[src/rtl/xmit_arbiter.sv]
// -----------------------------------------------------------------------------
// xmit_arbiter
//   Shares the single byte-wide spi_transmitter write port between three
//   byte-stream sources (0 = metadata handler, 1 = sample readout,
//   2 = ID/status responder). One source holds the grant for a whole message.
//   Each byte is paced through the transmitter's xmit_idle handshake, so the
//   sources never look at xmit_idle themselves.
//
// Parameters
//   TIMEOUT_CYCLES : idle GRANT cycles (no accepted write) before revocation
//   TCW            : width of the timeout counter, must hold TIMEOUT_CYCLES
//
// Ports
//   clock, extReset_n     : clock (rising edge), asynchronous active-low reset
//   req[2:0]              : per-source request level, held for the message
//   wr[2:0], last[2:0]    : per-source byte strobe and end-of-message flag
//   data0/data1/data2     : per-source byte
//   gnt[2:0]              : one-hot grant, or all zero
//   ready[2:0]            : granted source may write this cycle
//   xmit_idle             : transmitter can accept a byte
//   xmit_write, xmit_data : one-cycle write strobe and byte to transmitter
//   timeout               : one-cycle pulse when a grant is revoked by timeout
//   tx_count[15:0]        : saturating count of xmit_write pulses
//
// Build option
//   XMIT_ARB_STATS_EN : when defined, tx_count counts bytes sent; otherwise it
//                       is tied to zero and no counter is built.
// -----------------------------------------------------------------------------
module xmit_arbiter #(
   parameter int TIMEOUT_CYCLES = 1024,
   parameter int TCW            = 11
) (
   input  logic        clock,
   input  logic        extReset_n,
   input  logic [2:0]  req,
   input  logic [2:0]  wr,
   input  logic [2:0]  last,
   input  logic [7:0]  data0,
   input  logic [7:0]  data1,
   input  logic [7:0]  data2,
   output logic [2:0]  gnt,
   output logic [2:0]  ready,
   input  logic        xmit_idle,
   output logic        xmit_write,
   output logic [7:0]  xmit_data,
   output logic        timeout,
   output logic [15:0] tx_count
);

   typedef enum logic [2:0] {
      S_IDLE    = 3'd0,
      S_GRANT   = 3'd1,
      S_SEND    = 3'd2,
      S_HOLDOFF = 3'd3,
      S_WAIT    = 3'd4
   } state_t;

   localparam logic [TCW-1:0] TO_MAX  = TCW'(TIMEOUT_CYCLES);
   localparam logic [TCW-1:0] TO_LAST = TCW'(TIMEOUT_CYCLES - 1);

   // Modulo-3 increment; rr_ptr only ever holds 0..2.
   function automatic logic [1:0] inc3(input logic [1:0] v);
      return (v == 2'd2) ? 2'd0 : v + 2'd1;
   endfunction

   state_t         state_q, state_d;
   logic [2:0]     gnt_q, gnt_d;
   logic [1:0]     rr_q, rr_d;
   logic [7:0]     hold_q, hold_d;
   logic           last_q, last_d;
   logic [TCW-1:0] cnt_q, cnt_d;
   logic           tmo_q, tmo_d;

   logic [1:0]     c0, c1, c2, pick_idx;
   logic           pick_vld;
   logic           acc;
   logic           req_g;
   logic [7:0]     gdata;

   // Round-robin search starting at rr_ptr.
   always_comb begin
      c0       = rr_q;
      c1       = inc3(rr_q);
      c2       = inc3(c1);
      pick_vld = |req;
      if (req[c0])      pick_idx = c0;
      else if (req[c1]) pick_idx = c1;
      else              pick_idx = c2;
   end

   always_comb begin
      if (gnt_q[0])      gdata = data0;
      else if (gnt_q[1]) gdata = data1;
      else               gdata = data2;
   end

   assign req_g = |(req & gnt_q);
   assign acc   = (state_q == S_GRANT) && xmit_idle && (|(wr & gnt_q));

   always_ff @(posedge clock or negedge extReset_n) begin
      if (!extReset_n) begin
         state_q <= S_IDLE;
         gnt_q   <= '0;
         rr_q    <= '0;
         hold_q  <= '0;
         last_q  <= 1'b0;
         cnt_q   <= '0;
         tmo_q   <= 1'b0;
      end else begin
         state_q <= state_d;
         gnt_q   <= gnt_d;
         rr_q    <= rr_d;
         hold_q  <= hold_d;
         last_q  <= last_d;
         cnt_q   <= cnt_d;
         tmo_q   <= tmo_d;
      end
   end

   always_comb begin
      state_d = state_q;
      gnt_d   = gnt_q;
      rr_d    = rr_q;
      hold_d  = hold_q;
      last_d  = last_q;
      cnt_d   = cnt_q;
      tmo_d   = 1'b0;
      case (state_q)
         S_IDLE: begin
            if (pick_vld) begin
               gnt_d   = 3'b001 << pick_idx;
               rr_d    = inc3(pick_idx);
               cnt_d   = '0;
               state_d = S_GRANT;
            end
         end
         S_GRANT: begin
            // An accepted write beats both drop-out and timeout.
            if (acc) begin
               hold_d  = gdata;
               last_d  = |(last & gnt_q);
               state_d = S_SEND;
            end else if (!req_g) begin
               gnt_d   = '0;
               state_d = S_IDLE;
            end else if (cnt_q >= TO_LAST) begin
               // This is the TIMEOUT_CYCLES-th idle cycle: revoke now so the
               // pulse and the cleared grant appear together next cycle.
               cnt_d   = TO_MAX;
               gnt_d   = '0;
               tmo_d   = 1'b1;
               state_d = S_IDLE;
            end else begin
               cnt_d   = cnt_q + TCW'(1);
            end
         end
         S_SEND:    state_d = S_HOLDOFF;
         // xmit_idle may still read 1 right after a write, so skip one cycle.
         S_HOLDOFF: state_d = S_WAIT;
         S_WAIT: begin
            if (xmit_idle) begin
               if (last_q) begin
                  gnt_d   = '0;
                  state_d = S_IDLE;
               end else begin
                  cnt_d   = '0;
                  state_d = S_GRANT;
               end
            end
         end
         default: begin
            gnt_d   = '0;
            state_d = S_IDLE;
         end
      endcase
   end

   assign gnt        = gnt_q;
   assign ready      = ((state_q == S_GRANT) && xmit_idle) ? gnt_q : 3'b000;
   assign xmit_write = (state_q == S_SEND);
   assign xmit_data  = xmit_write ? hold_q : 8'h00;
   assign timeout    = tmo_q;

`ifdef XMIT_ARB_STATS_EN
   logic [15:0] txc_q;

   always_ff @(posedge clock or negedge extReset_n) begin
      if (!extReset_n) begin
         txc_q <= '0;
      end else if (xmit_write && (txc_q != 16'hFFFF)) begin
         txc_q <= txc_q + 16'd1;
      end
   end

   assign tx_count = txc_q;
`else
   assign tx_count = 16'h0000;
`endif

endmodule

[config.mk]
export PLATFORM = sky130hd
export DESIGN_NAME = xmit_arbiter
export DESIGN_NICKNAME = d
export VERILOG_FILES = /design/src/rtl/xmit_arbiter.sv
export SDC_FILE = /design/constraint.sdc
export NUM_CORES = 1
export LEC_CHECK = 0
export BUFFER_PORTS_ARGS = -buffer_cell sky130_fd_sc_hd__clkbuf_2
export CAP_MARGIN = 30
export CORE_UTILIZATION = 51
export CTS_BUF_LIST = sky130_fd_sc_hd__clkbuf_8
export DETAILED_ROUTE_END_ITERATION = 10
export HOLD_SLACK_MARGIN = 0.05
export PLACE_DENSITY = 0.82
export SLEW_MARGIN = 0
export SYNTH_ARGS = -nofsm -noshare
export SYNTH_HDL_FRONTEND = slang
export SYNTH_SLANG_ARGS = --single-unit
[constraint.sdc]
create_clock -name clock -period 1.9 [get_ports clock]
set_input_delay 0.19 -clock clock [delete_from_list [all_inputs] [get_ports clock]]
set_output_delay 0.19 -clock clock [all_outputs]
set_load 0.03 [all_outputs]
* Word level (Yosys, flattened, before mapping)
Index checks and enable logic that the tools add are counted.
Widths: inputs -> output; s select.
** Operators by class
- $add $sub $neg :: 4
- Multiply operators :: 0
- Div/mod/pow operators :: 0
- $lt $le $gt $ge :: 3
- Equal/unequal tests :: 15
- Shift-type cells :: 1
- Muxes and demuxes :: 36
- Bitwise gates (word level) :: 4
- Reductions and logical operators :: 14
** Operator list (count)
- $mux 11 :: 6
- $pmux 11 s3 :: 1
- $mux 3 :: 10
- $mux 8 :: 3
- $pmux 3 s5 :: 1
- $ne 2x2->1 const B :: 6
- $pmux 3 s4 :: 1
- $reduce_and 6->1 :: 2
- $reduce_or 3->1 :: 4
- $add 11x1->11 const B :: 1
- $ge 11x10->1 const B :: 1
- $mux 2 :: 5
- $and 3x3->3 :: 3
- $mux 1 :: 7
- $add 2x1->2 const B :: 3
- $eq 2x2->1 const B :: 3
- $eq 3x2->1 const B :: 2
- $lt 2x3->1 const B :: 2
- $bmux 1 s2 :: 2
- $ne 4x3->1 const B :: 1
- $reduce_and 2->1 :: 2
- $eq 3x1->1 const B :: 1
- $eq 3x3->1 const B :: 1
- $logic_not 3->1 :: 1
- other kinds (7) :: 8
** Storage, ports and cells
- Bits in registers :: 29
- Latch bits :: 0
- Memory bits (writable) :: 0
- ROM bits :: 0
- Output and inout port bits :: 32
- Logic and storage cells :: 84
- Memories kept :: 0

* Longest topological paths before layout
Gate-level depths: netlist (run 1).
- Depth after elaboration :: 9
- Gate-level depth with buffers :: 7

* Worst setup path after synthesis (run 1)
No wires, ideal clock.
- Path kind :: reg2reg
- Start :: reg gnt_q[0], in the netlist gnt[0]
- End :: reg cnt_q[8]
- Setup time :: 0.104 ns
- Data arrival time :: 1.757 ns
- Data required time :: 1.796 ns
- Slack :: 0.040 ns
- Cell stages (with the launch flop) :: 6
- Buffers on the path :: 0
- Cells stage by stage :: dfrtp_1 > a222oi_1 > or2_2 > and4_4 > nand3_4 > o41ai_2
** Between the ends
- Longest elaborated chain between the ends :: 5
** Ends and longest elaborated chain
- from (decl) :: RTL line 67 : logic [2:0] gnt_q, gnt_d;
- from (signal assigned) :: RTL line 111 : gnt_q <= gnt_d;
- $and 3x3->3 :: RTL line 98 : assign acc = (state_q == S_GRANT) && xmit_idle && (|(wr & gnt_q));
- $reduce_or 3->1 :: RTL line 98
- $logic_and 1x1->1 :: RTL line 98
- $ne 2x2->1 (no source line)
- $reduce_and 6->1 (no source line) (*)
- to (signal assigned) :: RTL line 115 : cnt_q <= cnt_d;
- to (decl) :: RTL line 71 : logic [TCW-1:0] cnt_q, cnt_d;
Every way passes the cells marked *; elsewhere a longest branch is shown, timed or not.
A chain may end at the register's enable or synchronous reset.

* Final worst setup path (run 1)
- Start :: reg state_q[2]
- End :: out ready[1]
** Between the ends
- Longest elaborated chain between the ends :: 3
** Ends and longest elaborated chain
- from (decl) :: RTL line 66 : state_t state_q, state_d;
- from (signal assigned) :: RTL line 110 : state_q <= state_d;
- $eq 3x1->1 :: RTL line 179 : assign ready = ((state_q == S_GRANT) && xmit_idle) ? gnt_q : 3'b000;
- $logic_and 1x1->1 :: RTL line 179
- $mux 3 :: RTL line 179
- to (decl) :: RTL line 42 : output logic [2:0] ready,
No other way between the ends.

==> results of run 1 <==
metrics by stage:
stage	instances	total power (uW)	worst slack [ps]	utilization, %	area [um^2]
4_1_cts	309	3060	29.9	66.0	2250
3_3_place_gp	300	2480	141	62.8	2150
6_report	309	3090	99.1	66.7	2280
3_5_place_dp	300	2550	17.7	62.8	2150
5_1_grt	309	3320	1.89	66.7	2280
2_1_floorplan	218	2110	39.5	-	1920
placed cells by master, fill, tap and decap left out, types with 2 or more instances in the layout:
master / Yosys / routed
mux2i_1: 9 / 9
a21o_1: 3 / 3
a31oi_1: 2 / 2
nor2_1: 12 / 11
and3_1: 3 / 2
nand4_1: 3 / 3
and3_2: 3 / 4
a222oi_1: 3 / 3
clkbuf_2: 0 / 51
o21ai_0: 20 / 20
nor4_1: 2 / 2
nor3_1: 5 / 5
a21oi_2: 1 / 2
conb_1: 1 / 16
nand2_1: 18 / 18
clkbuf_8: 0 / 6
nand2b_1: 4 / 4
dfrtp_1: 29 / 27
mux2_2: 8 / 8
nor3b_1: 2 / 2
and2_1: 8 / 8
o31ai_1: 7 / 7
dfrtp_2: 0 / 2
a21oi_1: 5 / 4
nand3_1: 5 / 5
inv_1: 4 / 5
a2bb2oi_1: 3 / 3
or2_2: 2 / 2
buf_4: 16 / 10
nor2b_1: 3 / 3
report_power, final:
part / internal [uW] / switching, uW
logic: 675 / 925
clock network: 281 / 219
registers: 812 / 180
layer usage:
metal	vias up	global-route usage, %
met2	60	37.6
met3	4	6.02
li1	829	-
met1	811	29.3
met4	0	9.30
met5	-	0
cell type report:
type / count / share of cell area, %
Clock inverter: 1 / 0.165
Sequential cell: 29 / 32.0
Clock buffer: 6 / 3.63
Inverter: 4 / 0.659
Timing Repair Buffer: 62 / 14.9
Tap cell: 46 / 2.53
Multi-Input combinational cell: 161 / 46.1
Yosys cell counts, types with 2 or more instances:
cell type,n,area share (%)
dfrtp_1,29,39
o21ai_0,20,5.4
nand2_1,18,3.6
buf_4,16,6.5
nor2_1,12,2.4
mux2i_1,9,4.8
and2_1,8,2.7
mux2_2,8,4.8
o31ai_1,7,2.8
clkbuf_1,6,1.2
a21oi_1,5,1.3
nand3_1,5,1.3
nor3_1,5,1.3
inv_1,4,0.81
nand2b_1,4,1.3
a21o_1,3,1.2
a222oi_1,3,1.6
a2bb2oi_1,3,1.4
and3_1,3,1.0
and3_2,3,1.2
nand4_1,3,1.0
nor2b_1,3,1.0
a31oi_1,2,0.67
nor3b_1,2,0.81
nor4_1,2,0.67
nor4b_1,2,0.94
or2_2,2,0.67
worst paths after layout:
path | endpoint | slack [ps] | start
max in group asynchronous | state_q[1]$_DFFE_PN0P_ | 910 | extReset_n
worst max-delay path | ready[1] | 100 | state_q[2]$_DFFE_PN0P_
worst min-delay path | last_q$_DFFE_PN0P_ | 250 | last[2]
worst min register to register | hold_q[3]$_DFFE_PN0P_ | 500 | hold_q[3]$_DFFE_PN0P_
min in group asynchronous | c0[1]$_DFFE_PN0P_ | 500 | extReset_n
worst max register to register | cnt_q[8]$_DFFE_PN0P_ | 110 | gnt[0]$_DFFE_PN0P_
state kept, by name (all words and copies together), names as in the netlist:
name / count
timeout: 1
c0: 2
state_q: 3
gnt: 3
hold_q: 8
cnt_q: 11
last_q: 1
cells by family (layout without fill, tap and decap cells):
family,Yosys count,after routing
AOI/OAI and AO/OA,49,49
and+or+nand+nor,78,78
adders and majority gates,1,1
muxes,17,17
other,1,16
DFF,29,29
buffers and inverters,28,73
worst register-to-register path, delay by kind of cell (launching register included):
kind             cells  cell delay (ps)
flip-flops           1              380
AO/OA/AOI/OAI        2              720
AND/OR/NAND/NOR      3              580
repair_timing:
item	in CTS	in global routing
hold endpoints to repair	29	0
setup endpoints to repair	1	19
pin swaps	1	3
buffers inserted	1	0
resized for setup	1	7
hold buffers	1	0
==> flow_summary.json, run 1 <==
{
  "crit_type": "flip-flop to output pin",
  "drtIter0Drc": 100,
  "regArea_um2": 728,
  "synth_simple_gate_area_share_pct": 23.6,
  "clock_sinks": 29,
  "fillers": 285,
  "num_vias": 1704,
  "via_per_inst": 5.51,
  "ant_nets": 0,
  "clock.fmax_mhz": 555,
  "slowest_delay_ps": 480,
  "syn_avg_cell_area_um2": 9.17,
  "wl_met3_um": 188,
  "h-tree-depth": 2,
  "synth.distinct_cells": 43,
  "place_congestion": 0.826,
  "clockBufferDepth": 2,
  "rows": 21,
  "yosysWarnings": 0,
  "maxCapViolCount": 0,
  "numCtsBuffers": 5,
  "min_period_ps": 1800,
  "grt_usage_pct": 23.2,
  "rsz0062_at_grt": "no",
  "synth_seq_cells": 29,
  "muxShareOfSynthArea_pct": 9.68,
  "whs_path_depth": 3,
  "synth_adder_area_share_pct": 0.672,
  "synth_top_family_by_area": "simple AND/OR/NAND/NOR gates",
  "areaGrowthSynthToFinish_pct": 22.4,
  "drc": 0,
  "grt_overflow": 0,
  "top_layer": "met4",
  "synth_edf_count": 0,
  "startpoint_type": "flip-flop",
  "met1_length_um": 1780,
  "clk_root_buffer_cell": "clkbuf_8",
  "cp_num_buf_inv": 2,
  "p_leak_uw": 0.00110,
  "skew_ps": 5.44,
  "finalHoldViolCount": 0,
  "power.density_nw_per_um2": 1360,
  "first_pass_iters": 4,
  "worstSkewPairLatency_ps": 280,
  "wire_per_inst_um": 13.5,
  "cts_tree": "done",
  "slew_headroom_pct": 53.0,
  "synth_xor_xnor_area_share_pct": 0,
  "cp_data_required_time_ps": 1710,
  "die_area_um2": 3890,
  "tightest_slew_ps": 705,
  "dr_wl_met2_um": 2160,
  "synthCells": 203,
  "grt_max_degree": 30,
  "endpoint_kind": "output pin",
  "synth_compound_area_share_pct": 17.9,
  "arrival_ps": 1610,
  "critPathTopFamily": "flip-flops",
  "rr_worst_depth": 5,
  "period_share_pct": 94.8,
  "async_flop_share_pct": 100,
  "drive_above_1_share_pct": 35.4,
  "setup_viol": 0,
  "fin_nets": 300,
  "floorplan.initialDensity_pct": 54.5,
  "ys_seq_area_share_pct": 39.0,
  "max-vdd-ir-drop_uv": 616,
  "synth-main-ff-cell": "dfrtp_1",
  "antenna_found_initial": 0,
  "grt_pass1_wl_um": 7070,
  "die_h_um": 62.4,
  "wirelength_um": 4180,
  "path_depth": 4,
  "tns_ps": 0,
  "diodes": 0,
  "slowest_stage": "dfrtp_2",
  "slew_viol_final": 0,
  "core-area_um2": 3420,
  "ioPinCount": 68,
  "min_path_type": "input pin to flip-flop",
  "clk_pin_slew_worst_paths_ps": 60,
  "grt_pass1_vias": 1594,
  "run_status": "complete, no violations",
  "dp.final_hpwl_um": 3050,
  "synth.cell_area_um2": 1860,
  "portBuffers": 51,
  "multi_input_area_um2": 1050,
  "hold_ws_ps": 254,
  "crit_fanout": 10,
  "die_x_um": 62.4,
  "path_cells": "nor3b_2 > buf_4 > and3_2 > clkbuf_2"
}
Power figures use the tool's default switching activity.
==> inputs of run 2 (changes only) <==
CORE_MARGIN = 10   (was not set)
==> flow_summary.json, run 2 (synthesis gave the netlist of run 1 again) <==
{
  "tightest_slew_ps": 714,
  "portBuffers": 51,
  "clock.fmax_mhz": 549,
  "diodes": 0,
  "numCtsBuffers": 5,
  "via_per_inst": 5.67,
  "power.density_nw_per_um2": 1360,
  "wirelength_um": 5090,
  "reg2reg_to": "cnt_q[3]$_DFFE_PN0P_",
  "reg2reg_setup_slack_ps": 90,
  "startpoint_type": "flip-flop",
  "largest_register_ffs": 11,
  "slew_headroom_pct": 52.4,
  "min_from": "last[2]",
  "power.total_uw": 3110,
  "path_cells": "inv_1 > and3_2 > and2_1 > clkbuf_2",
  "floorplan.initialDensity_pct": 54.1,
  "first_pass_iters": 4,
  "clock_sinks": 29,
  "core-area_um2": 3440,
  "grt_usage_pct": 15.2,
  "grt_overflow": 0,
  "clockBufferDepth": 2,
  "rows": 21,
  "whs_path_depth": 3,
  "die_x_um": 80.4,
  "grt_pass1_vias": 1636,
  "tns_ps": 0,
  "antenna_found_initial": 0,
  "rr_worst_depth": 6,
  "ioPinCount": 68,
  "clk_root_buffer_cell": "clkbuf_8",
  "fin_util_pct": 66.5,
  "reg.largest.list": "cnt_q (11), hold_q (8)",
  "arrival_ps": 1630,
  "place_congestion": 0.841,
  "h-tree-depth": 2,
  "fin_nets": 302,
  "min_path_type": "input pin to flip-flop",
  "slowest_stage": "dfrtp_2",
  "drc": 0,
  "dp.final_hpwl_um": 3870,
  "slowest_delay_ps": 480,
  "run_status": "complete, no violations",
  "period_share_pct": 95.9,
  "grt_pass1_wl_um": 7780,
  "areaGrowthSynthToFinish_pct": 23.0,
  "final_cell_mix": "clkbuf_2 (51), dfrtp_1 (27), o21ai_0 (20)",
  "die_area_um2": 6460,
  "r2r_start": "gnt[0]$_DFFE_PN0P_",
  "max-vdd-ir-drop_uv": 690,
  "endpoint_kind": "output pin",
  "p_leak_uw": 0.00111,
  "crit_type": "flip-flop to output pin",
  "final_common_cell": "clkbuf_2",
  "crit_fanout": 10,
  "finalHoldViolCount": 0,
  "skew_ps": 6.50,
  "min_period_ps": 1820,
  "maxCapViolCount": 0,
  "setup_viol": 0,
  "num_vias": 1769,
  "startpoint": "state_q[2]$_DFFE_PN0P_",
  "slew_viol_final": 0,
  "drive_above_1_share_pct": 35.3,
  "regMostFlops": "cnt_q",
  "drtIter0Drc": 260,
  "worstSkewPairLatency_ps": 290,
  "cp_data_required_time_ps": 1710,
  "die_h_um": 80.4,
  "ant_nets": 0,
  "cts_tree": "done",
  "grt_max_degree": 30,
  "hold_end": "last_q$_DFFE_PN0P_",
  "clk_pin_slew_worst_paths_ps": 60,
  "wire_per_inst_um": 16.3
}
[run 2: cell count changes in the layout (fill, tap and decap cells not counted)]
cell	delta
clkbuf_8	-1
inv_1	+2
buf_4	+1
nand3_2	+1
[run 2: layout make-up]
cell class / count / area (um^2)
Sequential cell: 29 / 728
Timing Repair Buffer: 63 / 348
Clock inverter: 3 / 11.3
Inverter: 4 / 15.0
Clock buffer: 5 / 68.8
Tap cell: 46 / 57.6
Fill cell: 304 / 1150
Multi-Input combinational cell: 162 / 1060
[run 2: power by group]
group / internal (uW) / leakage, uW / total [uW] / switching [uW]
Sequential: 812 / 0.000376 / 1000 / 189
Clock: 243 / 0.0000519 / 469 / 226
Combinational: 698 / 0.000684 / 1640 / 940
[run 2: how the worst max path moves through the flow]
stage | end | slack, ps | cells past startpoint
global route | cnt_q[2]$_DFFE_PN0P_ | -7 | 6
CTS | xmit_data[2] | 40 | 4
global placement | cnt_q[8]$_DFFE_PN0P_ | 130 | 6
detailed placement | cnt_q[6]$_DFFE_PN0P_ | 50 | 6
finish | xmit_data[6] | 80 | 4
floorplan | cnt_q[8]$_DFFE_PN0P_ | 40 | 5
[run 2: per-stage QoR]
| step | cells | hold WS (ps) | cell area (um^2) | setup WS, ps |
|---|---|---|---|---|
| after global placement | 302 | 282 | 2160 | 129 |
| after floorplan | 218 | -106 | 1920 | 39.5 |
| final | 312 | 240 | 2290 | 78.5 |
| after CTS | 311 | 245 | 2250 | 43.2 |
| after global routing | 312 | 255 | 2290 | -7.28 |
| after detailed placement | 302 | 280 | 2160 | 45.9 |
[run 2: worst max-delay path: cells and delay by family (launching register included)]
kind                   cells  cell delay, ps
and+or+nand+nor            2             490
buffers and inverters      2             370
DFF                        1             480
[run 2: routing by layer]
layer	share of wire, %	global-route usage, %	vias up
li1	-	-	838
met1	39	17.5	856
met2	52	25.4	68
met3	8.1	4.23	7
met4	1.3	6.87	0
met5	0	0	-
[run 2: repair_timing]
action                                 CTS  global route
endpoints found under the hold margin   29             0
buffers inserted                         0             0
setup endpoints to repair                8            15
gates resized for setup                  1             7
cloned                                   0             1
pin swaps                                0             2
hold buffers                             1             0
